--- src/rtl/key_pulse_gen_if.sv ---
// Port bundle for key_pulse_gen: event requests in, key waveform and queue status out.
// master drives the requests; slave is the pulse generator.
interface key_pulse_gen_if #(
    parameter int PEND_W = 4
);
    logic              trig;
    logic              ovf_clr;
    logic              out;
    logic              busy;
    logic [PEND_W-1:0] pending;
    logic              ovf;

    modport master (
        output trig, ovf_clr,
        input  out, busy, pending, ovf
    );

    modport slave (
        input  trig, ovf_clr,
        output out, busy, pending, ovf
    );
endinterface

--- src/rtl/key_pulse_gen.sv ---
// Turns single-cycle trigger events into spaced, fixed-width key pulses, queueing events that overlap.
// Define KEY_PULSE_GEN_ACTIVE_LOW_EN to make the pulse active-low on `out`.
module key_pulse_gen #(
    parameter int HIGH_CYCLES = 16,
    parameter int GAP_CYCLES  = 16,
    parameter int PEND_W      = 4
) (
    input  logic          clk,
    input  logic          rst,
    key_pulse_gen_if.slave bus
);

    localparam int MAX_CYC = (HIGH_CYCLES > GAP_CYCLES) ? HIGH_CYCLES : GAP_CYCLES;
    localparam int CW      = (MAX_CYC > 1) ? $clog2(MAX_CYC) : 1;

    localparam logic [CW-1:0]     HIGH_LOAD = CW'(HIGH_CYCLES - 1);
    localparam logic [CW-1:0]     GAP_LOAD  = CW'(GAP_CYCLES - 1);
    localparam logic [CW-1:0]     CNT_ONE   = CW'(1);
    localparam logic [PEND_W-1:0] PEND_ONE  = PEND_W'(1);
    localparam logic [PEND_W-1:0] PEND_MAX  = '1;

`ifdef KEY_PULSE_GEN_ACTIVE_LOW_EN
    localparam logic OUT_IDLE = 1'b1;
`else
    localparam logic OUT_IDLE = 1'b0;
`endif

    typedef enum logic [1:0] {
        IDLE,
        HIGH,
        GAP
    } state_t;

    state_t            state_q, state_d;
    logic [CW-1:0]     cnt_q, cnt_d;
    logic [PEND_W-1:0] pend_q, pend_d;
    logic              ovf_q, ovf_d;
    logic              out_q, out_d;
    logic              busy_q, busy_d;
    logic              gap_done;

    assign gap_done = (state_q == GAP) && (cnt_q == '0);

    always_comb begin
        state_d = state_q;
        cnt_d   = cnt_q;
        pend_d  = pend_q;
        ovf_d   = ovf_q & ~bus.ovf_clr;

        case (state_q)
            IDLE: begin
                if (bus.trig) begin
                    state_d = HIGH;
                    cnt_d   = HIGH_LOAD;
                end
            end
            HIGH: begin
                if (cnt_q == '0) begin
                    state_d = GAP;
                    cnt_d   = GAP_LOAD;
                end else begin
                    cnt_d = cnt_q - CNT_ONE;
                end
            end
            GAP: begin
                if (cnt_q == '0) begin
                    // A trigger landing on the gap's last edge counts as pending work.
                    if ((pend_q != '0) || bus.trig) begin
                        state_d = HIGH;
                        cnt_d   = HIGH_LOAD;
                    end else begin
                        state_d = IDLE;
                    end
                end else begin
                    cnt_d = cnt_q - CNT_ONE;
                end
            end
            default: begin
                state_d = IDLE;
                cnt_d   = '0;
            end
        endcase

        // On the dequeue edge a coincident trigger replaces the event leaving the queue.
        if (gap_done) begin
            if (!bus.trig && (pend_q != '0)) begin
                pend_d = pend_q - PEND_ONE;
            end
        end else if (bus.trig && (state_q != IDLE)) begin
            if (pend_q == PEND_MAX) begin
                ovf_d = 1'b1;
            end else begin
                pend_d = pend_q + PEND_ONE;
            end
        end

        out_d  = (state_d == HIGH) ? ~OUT_IDLE : OUT_IDLE;
        busy_d = (state_d != IDLE);
    end

    always_ff @(posedge clk) begin
        if (rst) begin
            state_q <= IDLE;
            cnt_q   <= '0;
            pend_q  <= '0;
            ovf_q   <= 1'b0;
            out_q   <= OUT_IDLE;
            busy_q  <= 1'b0;
        end else begin
            state_q <= state_d;
            cnt_q   <= cnt_d;
            pend_q  <= pend_d;
            ovf_q   <= ovf_d;
            out_q   <= out_d;
            busy_q  <= busy_d;
        end
    end

    assign bus.out     = out_q;
    assign bus.busy    = busy_q;
    assign bus.pending = pend_q;
    assign bus.ovf     = ovf_q;

endmodule

--- src/flat_wrapper.sv ---
// flat-port wrapper written by rule: the top's interface ports become plain ports
module key_pulse_gen_flat 
#(
    parameter int HIGH_CYCLES = 16,
    parameter int GAP_CYCLES  = 16,
    parameter int PEND_W      = 4
)
  (clk, rst, bus_trig, bus_ovf_clr, bus_out, bus_busy, bus_pending, bus_ovf);
  key_pulse_gen_if #(.PEND_W(PEND_W)) bus_i ();
  input  logic clk;
  input  logic rst;
  input wire logic [$bits(bus_i.trig)-1:0] bus_trig;
  input wire logic [$bits(bus_i.ovf_clr)-1:0] bus_ovf_clr;
  output wire logic [$bits(bus_i.out)-1:0] bus_out;
  output wire logic [$bits(bus_i.busy)-1:0] bus_busy;
  output wire logic [$bits(bus_i.pending)-1:0] bus_pending;
  output wire logic [$bits(bus_i.ovf)-1:0] bus_ovf;
  assign bus_i.trig = bus_trig;
  assign bus_i.ovf_clr = bus_ovf_clr;
  assign bus_out = bus_i.out;
  assign bus_busy = bus_i.busy;
  assign bus_pending = bus_i.pending;
  assign bus_ovf = bus_i.ovf;
  key_pulse_gen #(.HIGH_CYCLES(HIGH_CYCLES), .GAP_CYCLES(GAP_CYCLES), .PEND_W(PEND_W)) u_core (.clk(clk), .rst(rst), .bus(bus_i));
endmodule
--- config.mk ---
export PLATFORM = sky130hd
export DESIGN_NAME = key_pulse_gen_flat
export DESIGN_NICKNAME = d
export VERILOG_FILES = /design/src/rtl/key_pulse_gen_if.sv /design/src/rtl/key_pulse_gen.sv /design/src/flat_wrapper.sv
export SDC_FILE = /design/constraint.sdc
export NUM_CORES = 1
export LEC_CHECK = 0
export ABC_CLOCK_PERIOD_IN_PS = 2400
export CAP_MARGIN = 5
export CORE_ASPECT_RATIO = 0.9
export CORE_MARGIN = 4
export CORE_UTILIZATION = 52
export CTS_CLUSTER_SIZE = 25
export DETAILED_ROUTE_END_ITERATION = 7
export GPL_TIMING_DRIVEN = 1
export PLACE_DENSITY = 0.75
export SLEW_MARGIN = 20
export SYNTH_ARGS = -nofsm -noshare
export SYNTH_HDL_FRONTEND = slang
export SYNTH_SLANG_ARGS = --single-unit
--- constraint.sdc ---
create_clock -name clk -period 2.4 [get_ports clk]
set_input_delay 0.36 -clock clk [delete_from_list [all_inputs] [get_ports clk]]
set_output_delay 0.36 -clock clk [all_outputs]
set_load 0.01 [all_outputs]
==> impl_results.md, run 1 <==
- Status: finished, final reports clean
- Area growth, synth to finish: 16.1%
- Post-Synth XOR/XNOR Area: 2.13%
- Via count: 691
- Crit path max fanout: 6
- Die height: 45.8 um
- Pre-CTS WS: 0.404 ns
- Syn nets: 96
- Hold Crit Class: reg -> reg
- Tmin final: 1.98 ns
- TritonCTS buffer count: 3
- Worst setup EP type: flop
- Placed Cells: 109
- Cts repair resizes: 0
- Synth Area in Adders: 9.12%
- First-pass GRT wire length: 2.84 mm
- Mapped Cells: 86
- Detail Route Antenna Nets: 0
- Port bufs: 10
- Clk sinks: 13
- Clock Tree Buf Depth: 2
- GR Overflow Total: 0
- Pleak: 0.363 nW
- Fillers: 128
- Synth cell types: 44
- Switch share: 31.0%
- Die width: 49.9 um
- Tightest Pin Transition: 0.435 ns
- Pin count of the biggest net entering global routing: 12
- Clock Latency Late Sink: 0.28 ns
- Initial core utilization: 56.2%
- Mux cell area share after synthesis: 5.62%
- Worst setup margin: 0.421 ns
- Sequential power share: 47.1%
- Area occupied by registers: 260 um^2
- Vias in the first global route: 659
- Layout net count: 109
- H-tree levels: 1
- PD cells: 580 mW/mm^2
- Layout Skew: 0.00615 ns
- Slew margin rel.: 70.7%
- Flops & latches, synth: 13
- Multi-input logic area: 524 um^2
- Largest family of logic cells by synthesized area: simple AND/OR/NAND/NOR gates
- Critical Path Source Type: flop
- Fmax: 505 MHz
- Routed WL per cell: 14.1 um
- Initial DRC count: 29
- I/O pin cnt: 11
- Placer congestion estimate: 0.799
- Residual DRC: 0
- TritonCTS clock tree: yes
- Hold buffer count at CTS: 0
- First-pass iteration count of the detailed router: 4
- Final hold vios: 0
- Synth Area in Simple Gates: 30.1%
- Die area: 0.00228 mm^2
- Post-synthesis area per instance: 9.57 um^2
- P_int: 0.382 mW
- Yosys warning total: 0
- Compound-cell area share of the yosys netlist: 16.7%
- Vias/cell: 6.12
- Sequential element share of the synthesized area: 31.6%
- Part of the power in combinational logic: 28.6%
- Commonest non-fill, non-tap cell in the layout: dfxtp_1
- Maximum vdd drop: 434 uV
- Arrival time worst endpoint: 2.15 ns
- Final std cells w/o fill: 113
- Drt total wl: 1.60 mm
- Clock share of power: 24.3%
- Layout cell share with drive strength beyond 1: 12.2%
- Mapped cell area: 823 um^2
- Commonest non-fill, non-tap cells in the layout: dfxtp_1 (13), clkdlybuf4s50_1 (10), ha_1 (6)
- Worst Path Required: 2.57 ns
- Ratio of final minimum period to clock period: 82.4%
- RSZ-0062 raised after global routing: no
- Row count: 13
- Total Neg Setup Slack: 0 ns
- Root buf cell: clkbuf_4
- Final setup vio count: 0
- Slew Limit Fails: 0
- Hold WS: 0.469 ns
- Clock slew seen by the registers of the worst setup and hold paths: 0.08 ns
- NetSw: 0.172 mW
- Antenna Cells: 0
- Gr usage total: 16.5%
- Max Cap Viol: 0
- Core ar.: 0.00146 mm^2
- DP HPWL: 1.16 mm
- Initial antenna violation count: 0
- Kind of critical path: reg -> reg
- Post-CTS Setup Inserts: 0
[power by group through the flow]
stage          Clock, mW  Combinational, mW  Sequential [mW]
2_1_floorplan          0              0.110            0.264
3_3_place_gp           0              0.153            0.265
3_5_place_dp           0              0.157            0.266
4_1_cts            0.142              0.159            0.261
5_1_grt            0.149              0.177            0.265
6_report           0.135              0.158            0.261
[layout make-up]
class                   count  share of cell area [%]
multi-input cells          65                    54.8
inverters                   5                    1.96
flip-flops and latches     13                    27.2
clock buffers               4                    2.75
well taps                  15                    1.96
repair buffers             11                    11.3
[sequential cells by signal, summed over array words and instances, names as in the netlist]
register	flops
u_core.bus.pending	4
u_core.cnt_q	4
u_core.state_q	2
u_core.bus.busy	1
u_core.bus.out	1
u_core.bus.ovf	1
[cells by family after synthesis]
logic type               count (synthesis)
AO/OA/AOI/OAI                           20
XOR/XNOR                                 2
adder cells (fa/ha/maj)                  6
buffers and inverters                    8
flip-flops                              13
multiplexers                             4
AND/OR/NAND/NOR                         33
[synthesized netlist by cell type, drive strengths merged]
cell | count | area (um^2)
or4b | 1 | 10.0
clkbuf | 2 | 8.75
o21a | 1 | 7.51
nand4bb | 1 | 11.3
o221ai | 1 | 8.76
o211ai | 1 | 7.51
a41oi | 1 | 8.76
nand2b | 5 | 31.3
nor2 | 6 | 25.0
nor4 | 2 | 12.5
a21oi | 3 | 15.0
a22oi | 1 | 7.51
nand4 | 1 | 6.26
or2b | 1 | 7.51
o31a | 1 | 10.0
mux2 | 2 | 26.3
xor2 | 2 | 17.5
o22ai | 1 | 6.26
nand3b | 1 | 7.51
dfxtp | 13 | 260
o21ai | 5 | 25.0
a311oi | 1 | 8.76
and4bb | 1 | 16.3
nor4b | 2 | 32.5
buf | 1 | 11.3
nor2b | 4 | 25.0
a21boi | 1 | 7.51
mux2i | 2 | 20.0
and4 | 1 | 10.0
nor3b | 2 | 20.0
or2 | 1 | 6.26
nor3 | 2 | 10.0
inv | 5 | 18.8
or3b | 1 | 8.76
o41ai | 2 | 17.5
ha | 6 | 75.1
a211oi | 1 | 7.51
or4 | 1 | 7.51
[final timing paths]
kind                     startpoint                    end  depth (start not counted)  slack (ns)
setup / recovery  u_core.state_q[0]  u_core.bus.pending[2]                          8        0.42
hold / removal       u_core.bus.ovf         u_core.bus.ovf                          2        0.47
setup reg to reg  u_core.state_q[0]  u_core.bus.pending[2]                          8        0.42
hold reg to reg      u_core.bus.ovf         u_core.bus.ovf                          2        0.47
[critical path, cell delays in order (launching register included)]
cell and delay, ns:
dfxtp_1 0.35, inv_1 0.09, ha_1 0.21, and4bb_4 0.31, xor2_1 0.16, ha_1 0.18
nor2_1 0.04, a22oi_1 0.22, mux2_4 0.32
[stage by stage]
stage          area, um^2  total power [mW]  utilization (%)
3_5_place_dp          930             0.423             63.5
6_report              956             0.554             65.3
3_3_place_gp          930             0.418             63.5
5_1_grt               956             0.591             65.3
2_1_floorplan         823             0.374                -
4_1_cts               956             0.562             65.3
[routing by layer]
metal  wire length [um]  track usage, %  vias to the layer above
li1                   -               -                      346
met1                786            20.4                      323
met2                723            26.4                       20
met3                 73            5.90                        2
met4                 11            6.63                        0
met5                  0               0                        -
Power figures use the tool's default switching activity.
==> run 2, diff against run 1 <==
Settings changed: ABC_CLOCK_PERIOD_IN_PS 2400 to 1750, CORE_UTILIZATION 52 to 47, PLACE_DENSITY 0.75 to 0.72.
Clock period 2.4 ns to 1.75 ns, I/O delays scaled along.
==> run 2 against run 1 <==
Net effect: critical path type unchanged; setup slack got worse by 0.41 ns; utilization increased by 4.8 points; clock skew about the same; combinational power increased by 100%; non-clock buffer count increased by 20; critical endpoint unchanged; fmax increased by 14%; power increased by 54%; global-route usage increased by 1.0 points; clock-buffer cell count decreased by 1; final cell count increased by 26%.
==> impl_results.md, run 2 (synthesis results as in run 1) <==
- Status: finished, final reports clean
- P_int: 0.590 mW (+54%)
- Initial antenna violation count: 0 (unchanged)
- Crit path max fanout: 3 (-3)
- Gr usage total: 17.6% (+1.0 points)
- Residual DRC: 0 (unchanged)
- Die width: 52.1 um (+4.4%)
- Final hold vios: 0 (unchanged)
- Placed cell areas: 0.00112 mm^2 (+21%)
- TritonCTS buffer count: 3 (unchanged)
- I/O pin cnt: 11 (unchanged)
- Clock Latency Late Sink: 0.28 ns (about the same)
- TritonCTS clock tree: yes
- Pin count of the biggest net entering global routing: 11 (-1)
- Detail Route Antenna Nets: 0 (unchanged)
- Fmax: 575 MHz (+14%)
- Vias/cell: 5.31 (-13%)
- Port bufs: 10 (unchanged)
- Kind of critical path: reg -> reg
- Ratio of final minimum period to clock period: 99.4% (+17 points)
- Initial DRC count: 15 (-48%)
- Area growth, synth to finish: 41.6%
- Commonest non-fill, non-tap cells in the layout: buf_4 (21), clkdlybuf4s50_1 (10), dfxtp_1 (9)
- First-pass GRT wire length: 3.17 mm (+12%)
- Worst setup EP type: flop
- Via count: 754 (+9.1%)
- Crit path max-delay family: adder cells
- Root buf cell: clkbuf_4
- Maximum vdd drop: 374 uV (-14%)
- Crit path cell chain: inv_2, ha_4, and4bb_4, xor2_2, ha_2, nor2_2, a22oi_2, mux2_4
- Part of the power in combinational logic: 37.6% (+9.0 points)
- PD cells: 730 mW/mm^2 (+26%)
- Max Cap Viol: 0 (unchanged)
- Layout cell share with drive strength beyond 1: 39.0% (+27 points)
- Total Neg Setup Slack: 0 ns (unchanged)
- Die height: 47.7 um (+4.3%)
- WP buf/inv: 1 (unchanged)
- Slew margin rel.: 79.1% (+8.4 points)
- Hold WS: 0.493 ns (+0.0236 ns)
- Sequential power share: 40.8% (-6.3 points)
- Tightest Pin Transition: 0.309 ns (-0.126 ns)
- Placer congestion estimate: 0.720 (-9.9%)
- RSZ-0062 raised after global routing: yes
- Initial core utilization: 49.5% (-6.8 points)
- Worst setup margin: 0.0105 ns (-0.411 ns)
- Critical Path Source Type: flop
- Clock slew seen by the registers of the worst setup and hold paths: 0.08 ns (about the same)
- Layout Skew: 0.00611 ns (-0.0000446 ns)
- Critical-path top delay cell: dfxtp_2
- First-pass iteration count of the detailed router: 4 (unchanged)
- Core ar.: 0.00166 mm^2 (+14%)
- Vias in the first global route: 704 (+6.8%)
- Hold buffer count at CTS: 0 (unchanged)
- H-tree levels: 1 (unchanged)
- Worst Path Required: 1.91 ns (-0.66 ns)
- DP HPWL: 1.51 mm (+30%)
- Die area: 0.00249 mm^2 (+8.8%)
- Final setup vio count: 0 (unchanged)
- Pre-CTS WS: -0.0546 ns (-0.458 ns)
- Drt total wl: 1.93 mm (+21%)
- Clock Tree Buf Depth: 2 (unchanged)
- Hold Crit Class: reg -> reg
- Clock share of power: 21.6% (-2.7 points)
- Pleak: 0.465 nW (+28%)
- Switch share: 30.7% (-0.31 points)
- Clk sinks: 13 (unchanged)
- Routed WL per cell: 13.6 um (-3.7%)
- Post-route cell area: 0.00117 mm^2 (+22%)
- Commonest non-fill, non-tap cell in the layout: buf_4
- Antenna Cells: 0 (unchanged)
- Slew Limit Fails: 0 (unchanged)
- GR Overflow Total: 0 (unchanged)
- Arrival time worst endpoint: 1.90 ns (-0.25 ns)
- Worst path max stage delay: 0.33 ns (-0.02 ns)
- Layout net count: 129 (+18%)
- NetSw: 0.261 mW (+52%)
- Tmin final: 1.74 ns (-0.239 ns)
- Row count: 14 (+1)
## run 2: cell count changes in the layout (fill, tap and decap cells not counted), sizes merged
cell | before | now
buf | 1 | 21
clkbuf | 4 | 3
clkinv | 0 | 1
## run 2: path summary, 6_finish.rpt
path / start / end / slack (ns) / depth (start not counted)
worst max register to register: u_core.state_q[0] / u_core.bus.pending[2] / 0.01 / 8
worst min-delay path: u_core.bus.ovf / u_core.bus.ovf / 0.49 / 2
worst max-delay path: u_core.state_q[0] / u_core.bus.pending[2] / 0.01 / 8
worst min register to register: u_core.bus.ovf / u_core.bus.ovf / 0.49 / 2
## run 2: through the flow
stage | power (mW) | instances | utilization (%)
after global routing | 0.917 | 142 | 70.1
final | 0.851 | 142 | 70.1
after floorplan | 0.531 | 86 | -
after detailed placement | 0.671 | 137 | 67.4
after global placement | 0.665 | 137 | 67.4
after CTS | 0.863 | 142 | 69.6
## run 2: final cells by class
cell class,instances,area (um^2)
multi-input cells,65,567
clock inverters,1,5.00
fillers,139,498
clock buffers,3,22.5
repair buffers,31,258
well taps,24,30.0
flip-flops and latches,13,265
inverters,5,18.8
## run 2: worst reg2reg max path, delay by kind of cell (launching register included)
kind | cells | cell delay (ns)
adders and majority gates | 2 | 0.34
muxes | 1 | 0.31
buffers and inverters | 1 | 0.06
and+or+nand+nor | 2 | 0.32
DFF | 1 | 0.33
xor gates and xnor gates | 1 | 0.13
AOI/OAI and AO/OA | 1 | 0.14
## run 2: routing by layer
metal	part of all wire, %	track usage (%)
met5	0	0
met4	0.26	3.14
met3	3.0	5.92
met2	49	29.6
met1	48	22.3
## run 2: timing repair
item | in CTS | in global routing
pin swaps | 1 | 1
setup buffers | 1 | 0
gates resized for setup | 1 | 1
endpoints found under the setup margin | 2 | 7
## run 2: power by group through the flow
stage	registers, mW	clock network [mW]	logic [mW]
floorplan	0.367	0	0.164
global placement	0.353	0	0.311
detailed placement	0.354	0	0.317
CTS	0.347	0.196	0.320
global route	0.351	0.210	0.356
finish	0.347	0.184	0.320
